**src/rtl/usb_rx_ctrl.sv**
```systemverilog
// usb_rx_ctrl: receive-side control unit for the USB bulk-endpoint RX path.
// Sequences SYNC/PID capture and validation, routes token/data/handshake
// packets to their CRC or EOP checks, counts post-PID bytes against
// MAX_BYTES, aborts an in-packet stall after TIMEOUT_CYCLES, latches an error
// code and holds pkt_valid until the consumer acknowledges.
//
// Ports:
//   clk, n_rst                 clock, asynchronous active-low reset
//   d_edge                     line transition pulse (restarts the timeout)
//   byte_complete              one pulse per received byte
//   eop_detected               end-of-packet pulse
//   sync_status, pid_status    capture/decode results from the datapath
//   crc_status                 CRC5/CRC16 checker result
//   pkt_ack                    consumer acknowledge of a finished packet
//   enable_timer .. load_done  Moore strobes to the datapath
//   pkt_valid                  finished packet, held until pkt_ack
//   byte_count                 bytes after the PID, CRC bytes included
//   err_code                   latched result code of the last packet
module usb_rx_ctrl #(
  parameter int unsigned MAX_BYTES      = 64,
  parameter int unsigned TIMEOUT_CYCLES = 800,
  parameter int unsigned CNT_W          = $clog2(MAX_BYTES + 3)
) (
  input  logic             clk,
  input  logic             n_rst,
  input  logic             d_edge,
  input  logic             byte_complete,
  input  logic             eop_detected,
  input  logic [1:0]       sync_status,
  input  logic [2:0]       pid_status,
  input  logic [1:0]       crc_status,
  input  logic             pkt_ack,
  output logic             enable_timer,
  output logic             clear,
  output logic             load_sync,
  output logic             check_sync,
  output logic             load_pid,
  output logic             check_pid,
  output logic             load_data,
  output logic             crc_check_5,
  output logic             crc_check_16,
  output logic             load_error,
  output logic             load_done,
  output logic             pkt_valid,
  output logic [CNT_W-1:0] byte_count,
  output logic [2:0]       err_code
);

  localparam int unsigned TMR_W   = $clog2(TIMEOUT_CYCLES);
  localparam int unsigned OVF_CNT = MAX_BYTES + 3;

  localparam logic [TMR_W-1:0] TMR_LAST = TMR_W'(TIMEOUT_CYCLES - 1);
  localparam logic [CNT_W-1:0] CNT_MAX  = '1;

  localparam logic [2:0] ERR_NONE    = 3'b000;
  localparam logic [2:0] ERR_SYNC    = 3'b001;
  localparam logic [2:0] ERR_PID     = 3'b010;
  localparam logic [2:0] ERR_CRC     = 3'b011;
  localparam logic [2:0] ERR_OVF     = 3'b100;
  localparam logic [2:0] ERR_TIMEOUT = 3'b101;
  localparam logic [2:0] ERR_LEN     = 3'b110;

  typedef enum logic [3:0] {
    S_IDLE, S_SYNC, S_CHECK_SYNC, S_PID, S_CHECK_PID, S_TOKEN, S_DATA,
    S_HSHAKE, S_CHECK5, S_CHECK16, S_ERROR, S_DONE, S_HOLD
  } state_e;

  typedef struct packed {
    logic enable_timer;
    logic clear;
    logic load_sync;
    logic check_sync;
    logic load_pid;
    logic check_pid;
    logic load_data;
    logic crc_check_5;
    logic crc_check_16;
    logic load_error;
    logic load_done;
    logic pkt_valid;
  } strb_t;

  state_e             state_q, state_d;
  logic [CNT_W-1:0]   cnt_q, cnt_d;
  logic [2:0]         err_q, err_d;
  logic [TMR_W-1:0]   tmr_q, tmr_d;
  strb_t              strb_q, strb_d;

  logic [CNT_W-1:0]   cnt_new;
  logic               ovf_hit;
  logic [TMR_W-1:0]   tmr_eff;
  logic               tmr_hit;
  logic               tmr_run;

  // Byte counter after this cycle's byte_complete, saturating at all-ones.
  // Overflow is judged on an extended sum so it still fires when MAX_BYTES+3
  // is a power of two and the stored count saturates one short of it.
  always_comb begin
    cnt_new = cnt_q;
    if (byte_complete && (cnt_q != CNT_MAX)) begin
      cnt_new = cnt_q + CNT_W'(1);
    end
    ovf_hit = byte_complete &&
              (({1'b0, cnt_q} + (CNT_W + 1)'(1)) == (CNT_W + 1)'(OVF_CNT));
  end

  // A d_edge in the current cycle makes this cycle count zero, so the abort
  // lands exactly TIMEOUT_CYCLES after either the last edge or state entry.
  always_comb begin
    tmr_eff = d_edge ? '0 : tmr_q;
    tmr_hit = (tmr_eff == TMR_LAST);
    tmr_run = (state_q == S_SYNC) || (state_q == S_PID) ||
              (state_q == S_TOKEN) || (state_q == S_DATA) ||
              (state_q == S_HSHAKE);
  end

  // State register and packet bookkeeping.
  always_ff @(posedge clk or negedge n_rst) begin
    if (!n_rst) begin
      state_q <= S_IDLE;
      cnt_q   <= '0;
      err_q   <= ERR_NONE;
      tmr_q   <= '0;
    end else begin
      state_q <= state_d;
      cnt_q   <= cnt_d;
      err_q   <= err_d;
      tmr_q   <= tmr_d;
    end
  end

  // Next-state, byte count and error-code logic.
  always_comb begin
    state_d = state_q;
    cnt_d   = cnt_q;
    err_d   = err_q;
    unique case (state_q)
      S_IDLE: begin
        if (d_edge) begin
          state_d = S_SYNC;
          cnt_d   = '0;
          err_d   = ERR_NONE;
        end
      end
      S_SYNC: begin
        if (byte_complete) begin
          state_d = S_CHECK_SYNC;
        end else if (tmr_hit) begin
          state_d = S_ERROR;
          err_d   = ERR_TIMEOUT;
        end
      end
      S_CHECK_SYNC: begin
        unique case (sync_status)
          2'b01:   state_d = S_PID;
          2'b00:   state_d = S_CHECK_SYNC;
          default: begin
            state_d = S_ERROR;
            err_d   = ERR_SYNC;
          end
        endcase
      end
      S_PID: begin
        if (byte_complete) begin
          state_d = S_CHECK_PID;
        end else if (tmr_hit) begin
          state_d = S_ERROR;
          err_d   = ERR_TIMEOUT;
        end
      end
      S_CHECK_PID: begin
        unique case (pid_status)
          3'b001:  state_d = S_TOKEN;
          3'b010:  state_d = S_DATA;
          3'b011:  state_d = S_HSHAKE;
          3'b000:  state_d = S_CHECK_PID;
          default: begin
            state_d = S_ERROR;
            err_d   = ERR_PID;
          end
        endcase
      end
      S_TOKEN: begin
        cnt_d = cnt_new;
        if (eop_detected) begin
          if (cnt_new == CNT_W'(2)) begin
            state_d = S_CHECK5;
          end else begin
            state_d = S_ERROR;
            err_d   = ERR_LEN;
          end
        end else if (!byte_complete && tmr_hit) begin
          state_d = S_ERROR;
          err_d   = ERR_TIMEOUT;
        end
      end
      S_DATA: begin
        cnt_d = cnt_new;
        if (ovf_hit) begin
          state_d = S_ERROR;
          err_d   = ERR_OVF;
        end else if (eop_detected) begin
          if (cnt_new >= CNT_W'(2)) begin
            state_d = S_CHECK16;
          end else begin
            state_d = S_ERROR;
            err_d   = ERR_LEN;
          end
        end else if (!byte_complete && tmr_hit) begin
          state_d = S_ERROR;
          err_d   = ERR_TIMEOUT;
        end
      end
      S_HSHAKE: begin
        cnt_d = cnt_new;
        if (eop_detected) begin
          if (cnt_new == '0) begin
            state_d = S_DONE;
          end else begin
            state_d = S_ERROR;
            err_d   = ERR_LEN;
          end
        end else if (!byte_complete && tmr_hit) begin
          state_d = S_ERROR;
          err_d   = ERR_TIMEOUT;
        end
      end
      S_CHECK5, S_CHECK16: begin
        if (crc_status == 2'b01) begin
          state_d = S_DONE;
        end else if (crc_status == 2'b10) begin
          state_d = S_ERROR;
          err_d   = ERR_CRC;
        end
      end
      S_ERROR: state_d = S_DONE;
      S_DONE:  state_d = S_HOLD;
      S_HOLD: begin
        if (pkt_ack) begin
          state_d = S_IDLE;
        end
      end
      default: state_d = S_IDLE;
    endcase
  end

  // Timeout counter: cleared on any state change and outside timed states;
  // holds at its terminal value if a byte_complete outranks the abort.
  always_comb begin
    tmr_d = '0;
    if (tmr_run && (state_d == state_q)) begin
      tmr_d = tmr_hit ? tmr_eff : tmr_eff + TMR_W'(1);
    end
  end

  // Strobe decode from the next state; registering it gives the same timing
  // as decoding the current state, with glitch-free outputs.
  always_comb begin
    strb_d = '0;
    unique case (state_d)
      S_IDLE:       strb_d.clear = 1'b1;
      S_SYNC: begin
        strb_d.load_sync    = 1'b1;
        strb_d.enable_timer = 1'b1;
      end
      S_CHECK_SYNC: begin
        strb_d.check_sync   = 1'b1;
        strb_d.enable_timer = 1'b1;
      end
      S_PID: begin
        strb_d.load_pid     = 1'b1;
        strb_d.enable_timer = 1'b1;
      end
      S_CHECK_PID: begin
        strb_d.check_pid    = 1'b1;
        strb_d.enable_timer = 1'b1;
      end
      S_TOKEN, S_DATA: begin
        strb_d.load_data    = 1'b1;
        strb_d.enable_timer = 1'b1;
      end
      S_HSHAKE:     strb_d.enable_timer = 1'b1;
      S_CHECK5: begin
        strb_d.load_data   = 1'b1;
        strb_d.crc_check_5 = 1'b1;
      end
      S_CHECK16: begin
        strb_d.load_data    = 1'b1;
        strb_d.crc_check_16 = 1'b1;
      end
      S_ERROR:      strb_d.load_error = 1'b1;
      S_DONE:       strb_d.load_done  = 1'b1;
      S_HOLD:       strb_d.pkt_valid  = 1'b1;
      default:      strb_d = '0;
    endcase
  end

  // Strobe register; reset matches the IDLE decode.
  always_ff @(posedge clk or negedge n_rst) begin
    if (!n_rst) begin
      strb_q       <= '0;
      strb_q.clear <= 1'b1;
    end else begin
      strb_q <= strb_d;
    end
  end

  assign enable_timer = strb_q.enable_timer;
  assign clear        = strb_q.clear;
  assign load_sync    = strb_q.load_sync;
  assign check_sync   = strb_q.check_sync;
  assign load_pid     = strb_q.load_pid;
  assign check_pid    = strb_q.check_pid;
  assign load_data    = strb_q.load_data;
  assign crc_check_5  = strb_q.crc_check_5;
  assign crc_check_16 = strb_q.crc_check_16;
  assign load_error   = strb_q.load_error;
  assign load_done    = strb_q.load_done;
  assign pkt_valid    = strb_q.pkt_valid;
  assign byte_count   = cnt_q;
  assign err_code     = err_q;

endmodule

```
**config.mk**
```make
export PLATFORM = sky130hd
export DESIGN_NAME = usb_rx_ctrl
export DESIGN_NICKNAME = d
export VERILOG_FILES = /design/src/rtl/usb_rx_ctrl.sv
export SDC_FILE = /design/constraint.sdc
export NUM_CORES = 1
export LEC_CHECK = 0
export BUFFER_PORTS_ARGS = -buffer_cell sky130_fd_sc_hd__buf_2
export CAP_MARGIN = 20
export CORE_UTILIZATION = 49
export DETAILED_ROUTE_END_ITERATION = 8
export GPL_TIMING_DRIVEN = 0
export HOLD_SLACK_MARGIN = 0.02
export PLACE_DENSITY = 0.69
export SETUP_SLACK_MARGIN = 0.02
export SYNTH_ARGS = -nofsm -noshare
export SYNTH_HDL_FRONTEND = slang
export SYNTH_SLANG_ARGS = --single-unit
export TNS_END_PERCENT = 1
```
**constraint.sdc**
```tcl
create_clock -name clk -period 7 [get_ports clk]
set_clock_uncertainty 0.2 [all_clocks]
set_input_delay 1.4 -clock clk [delete_from_list [all_inputs] [get_ports clk]]
set_output_delay 1.4 -clock clk [all_outputs]
set_load 0.02 [all_outputs]
```
==> results.toml <==
[status]
outcome = "complete, no violations"

[global_route]
first_global_vias = 2004
grt_first_pass_wirelength_um = 9540
overflow = 0
antenna_found_initial = 0
grtUsageTotal_pct = 23.3
grt_max_degree = 37

[logic_synthesis]
async_flop_share_pct = 100
ys_seq_area_share_pct = 37.1
ys.flop_type = "dfrtp_1"
ys_seq_elements = 36
synth_area_um2 = 2430
synthesis.nets = 294
avgSynthCellArea_um2 = 8.75
yosys_warnings = 0
synth_cell_type_count = 63
synth-edff-count = 0
synthCells = 278

[clock_network]
clkLatencyLatePin_ps = 290
postCtsHoldBufs = 0
clock_sinks = 36
cts_max_level = 2
ctsResizeCount = 0
clk_pin_slew_worst_paths_ps = 70
cts-root-buf = "clkbuf_8"
cts_setup_buffers = 0
numCtsBuffers = 5
cts_buffer_depth = 2
cts_tree = "done"

[finish]
area_growth_pct = 14.0
drive_above_1_share_pct = 19.7
nets = 335
multi_input_area_um2 = 1390
fin_cells = 387
fillers = 469
antennaDiodeCount = 0
ff_latch_area_um2 = 902

[floorplanning]
die_h_um = 72.5
die_area_um2 = 5250
start_util_pct = 51.2
io_pins = 35
die_x_um = 72.5
placementRows = 25
core_um2 = 4750

[detailed_routing]
routed_via_density = 5.60
first_iter_violations = 146
first_pass_iters = 4
drt-wirelength-per-cell_um = 14.8
drc = 0
drtAntennaViolNets = 0
num_vias = 2168
drt-total-wl_um = 5730

[place]
port_buffers = 34
place_inst = 379
dp_hpwl_um = 4280
gp_congestion = 0.922

[power_and_ir_drop]
power.density_nw_per_um2 = 370
p_leak_nw = 1.26
finalPower_w = 0.00103
worst_ir_drop_vdd_v = 0.000213

[timing]
slew_viol_final = 0
fin_crit_sh_pct = 62.3
relSlewSlack_pct = 45.9
hold_viol = 0
setup_viol = 0
fmax_ghz = 0.229
finalSetupTns_ps = 0
rsz0062_at_grt = "no"
worst_pin_slew_ps = 811
post-route-min-period_ps = 4360

[worst_setup_path]
endpoint = "tmr_q[8]"
critPathLaunchType = "input port"
path_class = "in2reg"
worst_setup_path_end_kind = "flip-flop"
rr_worst_depth = 10
r2r_slack_ps = 3740
worst_ep_arrival_time_ps = 4310
cp_data_required_time_ps = 6950
timing.rr.start = "byte_count[0]"
critPathLaunch = "d_edge"
crit_fanout = 10
timing.rr.end = "tmr_q[8]"

[worst_hold_path]
holdPathStages = 1
hp-class = "reg2reg"

[run]
maxCapViolations = 0
## synthesized netlist by cell type (all sizes together) (4+ instances only)
library cell | n | area [um2]
nand4 | 10 | 62.6
xor2 | 6 | 52.6
and3 | 7 | 43.8
nor3 | 12 | 85.1
dfrtp | 35 | 876
nand3 | 13 | 65.1
buf | 7 | 51.3
clkbuf | 13 | 52.6
o21ai | 11 | 55.1
nand2 | 29 | 109
nor2b | 8 | 50.1
a21oi | 10 | 50.1
inv | 11 | 41.3
a31oi | 5 | 31.3
xnor2 | 6 | 52.6
mux2i | 5 | 50.1
a211oi | 4 | 42.5
nand2b | 7 | 43.8
nor2 | 24 | 90.1
## layout make-up
cell class,instances,area share [%]
Inverter,11,1.49
Tap cell,67,3.02
Clock buffer,5,2.48
Sequential cell,36,32.5
Multi-Input combinational cell,211,49.9
Clock inverter,3,0.677
Buffer,20,3.74
Timing Repair Buffer,34,6.13
## per-stage QoR
step | hold WS (ps) | util [%] | instance area (um2) | worst slack [ps]
finish | 315 | 58.3 | 2770 | 2640
detailed placement | 291 | 56.5 | 2690 | 2350
global route | 338 | 58.3 | 2770 | 2340
CTS | 316 | 58.3 | 2770 | 2630
global placement | 292 | 56.5 | 2690 | 2430
floorplan | 330 | - | 2430 | 3050
## logic make-up after synthesis
| group | after synthesis | synth area share [%] |
|---|---|---|
| buf+inv | 31 | 5.97 |
| compound gates | 62 | 20.1 |
| flops | 36 | 37.1 |
| mux | 5 | 2.06 |
| xor+xnor | 12 | 4.32 |
| fa+ha+maj | 4 | 1.95 |
| simple gates | 128 | 28.5 |
## layout by cell type (no fill, tap or decap), types with 5 or more instances in the layout
master,synthesis,routed
a21oi_1,10,10
a31oi_1,5,5
and3_1,7,7
buf_2,2,36
clkbuf_1,12,12
clkbuf_8,0,5
dfrtp_1,35,35
inv_1,11,11
mux2i_1,5,5
nand2_1,29,29
nand2b_1,7,7
nand3_1,13,13
nand4_1,10,10
nor2_1,24,24
nor2b_1,8,8
nor3_1,7,7
nor3_2,5,5
o21ai_0,11,11
xnor2_1,6,6
xor2_1,6,6
## how the worst min path moves through the flow
stage / start / to / slack (ps)
after global placement: err_code[1] / err_code[1] / 290
after detailed placement: err_code[1] / err_code[1] / 290
after CTS: err_code[1] / err_code[1] / 320
after global routing: err_code[1] / err_code[1] / 340
final: err_code[1] / err_code[1] / 310
after floorplan: tmr_q[4] / tmr_q[4] / 330
## sequential cells by signal, indices dropped and copies added, names as in the netlist, 3 cells and up
name	cells
err_code	3
tmr_q	10
state_q	4
byte_count	7
## metal layers
metal / track usage, % / share of wire [%]
met1: 34.1 / 47
met2: 35.8 / 45
met3: 3.61 / 6.4
met4: 6.54 / 1.6
met5: 0 / 0
## where the power goes
part,switching (W),internal [W]
Sequential,0.0000215,0.000259
Clock,0.0000776,0.0000694
Combinational,0.000391,0.000209
Total,0.000490,0.000537
## worst max-delay path: stages
cell and delay [ps]:
buf_2 130, buf_1 260, nor2b_1 250, ha_1 220, nor2b_1 170, nand4_1 150
nor2_1 370, a2111oi_0 130, nor3_1 420, a21boi_2 410, a2111o_1 220, buf_6 150
nor3_2 50
No activity file was read; power rests on OpenSTA's default activity.
